--- config.mk ---
export PLATFORM = sky130hd
export DESIGN_NAME = ace_video_fetch_flat
export DESIGN_NICKNAME = d
export VERILOG_FILES = /design/src/rtl/ace_video_fetch_if.sv /design/src/rtl/ace_video_fetch.sv /design/src/flat_wrapper.sv
export SDC_FILE = /design/constraint.sdc
export NUM_CORES = 1
export LEC_CHECK = 0
export ABC_AREA = 1
export CORE_MARGIN = 1.5
export CORE_UTILIZATION = 57
export DETAILED_ROUTE_END_ITERATION = 6
export DONT_BUFFER_PORTS = 1
export GPL_ROUTABILITY_DRIVEN = 0
export GPL_TIMING_DRIVEN = 0
export PLACE_DENSITY = 0.72
export SYNTH_ARGS = -nofsm -noshare
export SYNTH_HDL_FRONTEND = slang
export SYNTH_SLANG_ARGS = --single-unit
--- constraint.sdc ---
create_clock -name clk -period 1.5 [get_ports clk]
set_input_delay 0.3 -clock clk [delete_from_list [all_inputs] [get_ports clk]]
set_output_delay 0.3 -clock clk [all_outputs]
set_load 0.02 [all_outputs]
--- src/rtl/ace_video_fetch_if.sv ---
// Read-port bundle between the video fetcher and the screen/charset RAMs.
// Both RAMs return data one clk edge after the address is presented.
interface ace_video_fetch_if;
  logic [9:0] screen_addr;
  logic [7:0] screen_data;
  logic [9:0] char_addr;
  logic [7:0] char_data;

  modport master (output screen_addr, output char_addr, input screen_data, input char_data);
  modport slave  (input screen_addr, input char_addr, output screen_data, output char_data);
endinterface

--- src/rtl/ace_video_fetch.sv ---
// Jupiter Ace video fetch: raster counters, screen/charset address generation,
// 1-bit pixel serialiser, sync/blank and Z80 frame interrupt, all gated by pix_ce.
module ace_video_fetch #(
  parameter int H_TOTAL     = 416,
  parameter int V_TOTAL     = 312,
  parameter int HSYNC_START = 320,
  parameter int HSYNC_LEN   = 32,
  parameter int VSYNC_START = 248,
  parameter int VSYNC_LEN   = 8,
  parameter int INT_LEN     = 32
) (
  input  logic              clk,
  input  logic              rst,
  input  logic              pix_ce,
  ace_video_fetch_if.master mem,
  output logic              pixel,
  output logic              blank,
  output logic              hsync_n,
  output logic              vsync_n,
  output logic              int_n,
  output logic [8:0]        hc,
  output logic [8:0]        vc
);
  localparam logic [8:0] H_LAST  = 9'(H_TOTAL - 1);
  localparam logic [8:0] V_LAST  = 9'(V_TOTAL - 1);
  localparam logic [8:0] HS_BEG  = 9'(HSYNC_START);
  localparam logic [8:0] HS_END  = 9'(HSYNC_START + HSYNC_LEN);
  localparam logic [8:0] VS_BEG  = 9'(VSYNC_START);
  localparam logic [8:0] VS_END  = 9'(VSYNC_START + VSYNC_LEN);
  localparam logic [8:0] INT_END = 9'(INT_LEN);

  logic [8:0] hc_q, hc_d, vc_q, vc_d;
  logic [9:0] saddr_q, saddr_d;
  logic [7:0] code_q, code_d;
  logic [2:0] crow_q, crow_d;
  logic [7:0] pat_q, pat_d;
  logic [7:0] shift_q, shift_d;
  logic       blank_q, blank_d;
  logic       hs_q, hs_d, vs_q, vs_d, int_q, int_d;
  logic       fetch_en;

  assign fetch_en = (hc_q < 9'd256) && (vc_q < 9'd192);

  always_comb begin
    hc_d    = hc_q;
    vc_d    = vc_q;
    saddr_d = saddr_q;
    code_d  = code_q;
    crow_d  = crow_q;
    pat_d   = pat_q;
    shift_d = shift_q;
    blank_d = blank_q;
    hs_d    = hs_q;
    vs_d    = vs_q;
    int_d   = int_q;
    if (pix_ce) begin
      if (hc_q == H_LAST) begin
        hc_d = 9'd0;
        vc_d = (vc_q == V_LAST) ? 9'd0 : vc_q + 9'd1;
      end else begin
        hc_d = hc_q + 9'd1;
      end
      shift_d = {shift_q[6:0], 1'b0};
      // Each 8-tick cell: address screen, then charset, then load the shifter
      // so the pattern leaves exactly 8 ticks after its screen fetch began.
      if (fetch_en) begin
        case (hc_q[2:0])
          3'd0: saddr_d = {vc_q[7:3], hc_q[7:3]};
          3'd2: begin
            code_d = mem.screen_data;
            crow_d = vc_q[2:0];
          end
          3'd4: pat_d = mem.char_data;
          3'd7: shift_d = pat_q ^ {8{code_q[7]}};
          default: ;
        endcase
      end
      // Timing outputs are decoded from the next counter values so they
      // line up with hc/vc on the tick they describe.
      blank_d = !((hc_d >= 9'd8) && (hc_d <= 9'd263) && (vc_d < 9'd192));
      hs_d    = !((hc_d >= HS_BEG) && (hc_d < HS_END));
      vs_d    = !((vc_d >= VS_BEG) && (vc_d < VS_END));
      int_d   = !((vc_d == VS_BEG) && (hc_d < INT_END));
    end
  end

  always_ff @(posedge clk) begin
    if (rst) begin
      hc_q    <= '0;
      vc_q    <= '0;
      saddr_q <= '0;
      code_q  <= '0;
      crow_q  <= '0;
      pat_q   <= '0;
      shift_q <= '0;
      blank_q <= 1'b1;
      hs_q    <= 1'b1;
      vs_q    <= 1'b1;
      int_q   <= 1'b1;
    end else begin
      hc_q    <= hc_d;
      vc_q    <= vc_d;
      saddr_q <= saddr_d;
      code_q  <= code_d;
      crow_q  <= crow_d;
      pat_q   <= pat_d;
      shift_q <= shift_d;
      blank_q <= blank_d;
      hs_q    <= hs_d;
      vs_q    <= vs_d;
      int_q   <= int_d;
    end
  end

  assign mem.screen_addr = saddr_q;
  assign mem.char_addr   = {code_q[6:0], crow_q};
  assign pixel           = shift_q[7] & ~blank_q;
  assign blank           = blank_q;
  assign hsync_n         = hs_q;
  assign vsync_n         = vs_q;
  assign int_n           = int_q;
  assign hc              = hc_q;
  assign vc              = vc_q;
endmodule

--- src/flat_wrapper.sv ---
// flat-port wrapper written by rule: the top's interface ports become plain ports
module ace_video_fetch_flat 
#(
  parameter int H_TOTAL     = 416,
  parameter int V_TOTAL     = 312,
  parameter int HSYNC_START = 320,
  parameter int HSYNC_LEN   = 32,
  parameter int VSYNC_START = 248,
  parameter int VSYNC_LEN   = 8,
  parameter int INT_LEN     = 32
)
  (clk, rst, pix_ce, pixel, blank, hsync_n, vsync_n, int_n, hc, vc, mem_screen_addr, mem_char_addr, mem_screen_data, mem_char_data);
  ace_video_fetch_if mem_i ();
  input  logic clk;
  input  logic rst;
  input  logic pix_ce;
  output logic pixel;
  output logic blank;
  output logic hsync_n;
  output logic vsync_n;
  output logic int_n;
  output logic [8:0] hc;
  output logic [8:0] vc;
  output wire logic [$bits(mem_i.screen_addr)-1:0] mem_screen_addr;
  output wire logic [$bits(mem_i.char_addr)-1:0] mem_char_addr;
  input wire logic [$bits(mem_i.screen_data)-1:0] mem_screen_data;
  input wire logic [$bits(mem_i.char_data)-1:0] mem_char_data;
  assign mem_screen_addr = mem_i.screen_addr;
  assign mem_char_addr = mem_i.char_addr;
  assign mem_i.screen_data = mem_screen_data;
  assign mem_i.char_data = mem_char_data;
  ace_video_fetch #(.H_TOTAL(H_TOTAL), .V_TOTAL(V_TOTAL), .HSYNC_START(HSYNC_START), .HSYNC_LEN(HSYNC_LEN), .VSYNC_START(VSYNC_START), .VSYNC_LEN(VSYNC_LEN), .INT_LEN(INT_LEN)) u_core (.clk(clk), .rst(rst), .pix_ce(pix_ce), .mem(mem_i), .pixel(pixel), .blank(blank), .hsync_n(hsync_n), .vsync_n(vsync_n), .int_n(int_n), .hc(hc), .vc(vc));
endmodule
==> flow_summary.ini <==
[finish]
final_area_sq_um = 3600
fin_nets = 476
top_library_cells_by_usage_in_the_layout_fill_and_taps_aside = nor2_1, nand2_1, o21ai_0, dfxtp_1, inv_1
post-route-util = 0.710
multiInputGateArea_sq_um = 1670
drive_above_1_share = 0.256
layout.filler_cells = 432
insertedDiodeCount = 0
seqCellArea_sq_um = 1220
layoutNonFillerInstCount = 527
syn2layout_area_growth_pct = 21.1

[outcome]
failing_checks = negative setup slack
outcome = finished, violations left

[floorplanning]
io_pins = 62
die_height_microns = 75.3
floorplan.rows = 26
floorplan.core_area_sq_um = 5070
die_area_sq_um = 5660
initial_utilization = 0.586
floorplan.die.width_microns = 75.3

[placement]
dpl.cell_count = 499
dpl_cell_area_sq_um = 3100
detailed_placement_wirelength_estimate_microns = 5250
io_buffer_count = 0

[power_and_ir_drop]
cellLeakagePower_nw = 1.62
powerDensity_nw_per_um2 = 1040
maximum_vdd_drop_mv = 0.835

[setup_path]
cp-end-kind = register
worstPathArrival_ps = 2060
r2r_end = u_core.int_n$_SDFFE_PP1P_
worst_r2r_path_depth = 13
critPathMaxFanout = 7
critical_path_class = reg -> reg
rr_startpoint = u_core.hc[0]$_SDFFE_PP0P_
reg2reg_slack_ps = -320
cp-startpoint = u_core.hc[0]$_SDFFE_PP0P_
critical_path_max_stage_delay_ps = 410
worstPathCellList = ha_4, nand2_4, inv_2, nand2_4, nor2_4, buf_6, nor2_2, a21oi_2, nand2_1, nor2_2, nand2_1, nand2_1, nand2_1
slowest_stage = dfxtp_4
crit_top_cell = nand2_1
worst_ep_required_time_ps = 1740
worst_setup_start_kind = register

[timing]
finalHoldWorstSlack_ps = 90.6
rsz0062_at_grt = true
hold_viol = 0
setup_viol = 25
clock.fmax_mhz = 549
worst_slack_ps = -322
relSlewSlack = 0.607
fin_crit_ps = 1820
tightest_slew_ps = 590
slew_viol_final = 0
clock-skew-final_ps = 6.21
timing.setup.tns_ps = -3260
timing.final.crit_share = 1.21

[routing]
detail_route.wl_per_cell_microns = 15.2
detailedRoute.firstPassIterationCount = 5
routed_via_count_divided_by_cell_count = 5.56
detailroute.via_count = 2930
drt_first_iter_violations = 319
drt_wl_total_microns = 8030
drt_drc_violations_left = 0
route.antenna.remaining_nets = 0

[yosys]
yosys_warnings = 0
yosys-top-cells-area = dfxtp_1, nand2_1, nor2_1
post_synth.cell_area_avg_sq_um = 6.94
synth.ff_latch_count = 59
synth_top_area_share = 0.397
sequential_element_share_of_the_synthesized_area = 0.397
synth_cells = 429
synth.cell_area_sq_um = 2980
synth_cell_type_count = 33
syn_nets = 453
synth.largest_area_cell = dfxtp_1

[min_path]
hold_path_end = u_core.pat_q[2]$_SDFFE_PP0P_
hold_path_depth = 2
hp-start = mem_char_data[2]
min-delay-path-class = in -> reg

[grt]
global_route.usage.total = 0.296
grt_pass1_wl_microns = 12400
overall_overflow_remaining_after_global_route = 0
grt_antenna_before_repair = 0
grt_pass1_vias = 2615
grt_start_max_net_pins = 11

[clock_network]
cts_num_sinks = 59
ctsHtreeMaxLevel = 3
clk_pin_slew_ps = 70
cts-buffers-inserted = 9
clock_tree.root_cell = clkbuf_8
clk-insertion-delay-late_ps = 350
cts_tree = yes
cts_buffer_depth = 2
cts_hold_buf = 0

[job]
cap_viol_max_count = 0
==> logic make-up after synthesis <==
group | Yosys count | synth area share
and+or+nand+nor | 185 | 0.270
AOI/OAI and AO/OA | 98 | 0.180
buffers and inverters | 74 | 0.108
DFF | 59 | 0.397
xor gates and xnor gates | 8 | 0.0236
adders and majority gates | 5 | 0.0210
==> metrics by stage <==
step | setup WS (ps) | total power [mW]
finish | -322 | 3.76
global route | -451 | 3.92
global placement | -396 | 2.26
detailed placement | -461 | 2.27
CTS | -263 | 3.73
floorplan | -59.9 | 2.17
==> area by class of cell <==
class	count	share of cell area
repair buffers	12	0.0264
plain buffers	25	0.0403
well taps	70	0.0243
flip-flops and latches	59	0.340
clock buffers	11	0.0392
multi-input cells	296	0.464
inverters	49	0.0517
clock inverters	5	0.0142
==> flip-flops by register name, indices dropped and copies added (netlist names) <==
signal                  cells
u_core.mem.screen_addr     10
u_core.hc                   9
u_core.vc                   9
u_core.code_q               8
u_core.pat_q                8
u_core.shift_q              8
u_core.crow_q               3
u_core.blank                1
u_core.hsync_n              1
u_core.int_n                1
u_core.vsync_n              1
==> power breakdown <==
group	switching [mW]	internal, mW	total [mW]
clock network	0.655	0.805	1.46
registers	0.173	1.66	1.84
logic	0.297	0.173	0.470
==> worst max path at each step <==
stage | end | slack [ps] | cells past startpoint
after floorplan | u_core.vsync_n$_SDFFE_PP1P_ | -60 | 12
after global placement | u_core.int_n$_SDFFE_PP1P_ | -400 | 12
after detailed placement | u_core.int_n$_SDFFE_PP1P_ | -460 | 12
after CTS | u_core.int_n$_SDFFE_PP1P_ | -260 | 13
after global routing | u_core.int_n$_SDFFE_PP1P_ | -450 | 13
final | u_core.int_n$_SDFFE_PP1P_ | -320 | 13
==> worst max-delay path: cells and delay by family, from the launching register on <==
family                   cells  cell delay (ps)
AO/OA/AOI/OAI                1              160
adder cells (fa/ha/maj)      1              160
buffers and inverters        2              230
flip-flops                   1              410
AND/OR/NAND/NOR              9              750
==> timing repair <==
action / 4_1_cts / 5_1_grt
gates resized for setup: 42 / 34
endpoints found under the setup margin: 53 / 54
buffers inserted: 6 / 5
pin swaps: 9 / 9
gates cloned: 1 / 0
==> synthesized netlist by cell type <==
library cell and number:
dfxtp_1 59, xnor2_1 5, inv_2 3, a21oi_1 31, clkbuf_2 2, nor4_4 1
and3_1 1, clkinv_1 1, buf_1 1, nor4_1 1, nand2_4 1, nor2_2 1
and2_1 1, buf_2 4, a211oi_1 6, a21oi_2 1, nor2_1 71, nor3_1 1
buf_4 8, nor2_4 2, nand3_1 21, buf_6 1, clkbuf_1 9, nand4_1 4
inv_1 45, nand2_1 72, o21ai_0 47, o21ai_1 3, xor2_1 3, ha_1 5
nand3b_1 2, nand2_2 6, o211ai_1 10
==> routing by layer <==
layer	vias up	wire, microns	global-route usage
met4	0	214	0.131
met3	22	805	0.0830
met5	-	0	0
met2	145	3710	0.458
li1	1437	-	-
met1	1326	3290	0.385
Power figures use the tool's default switching activity.
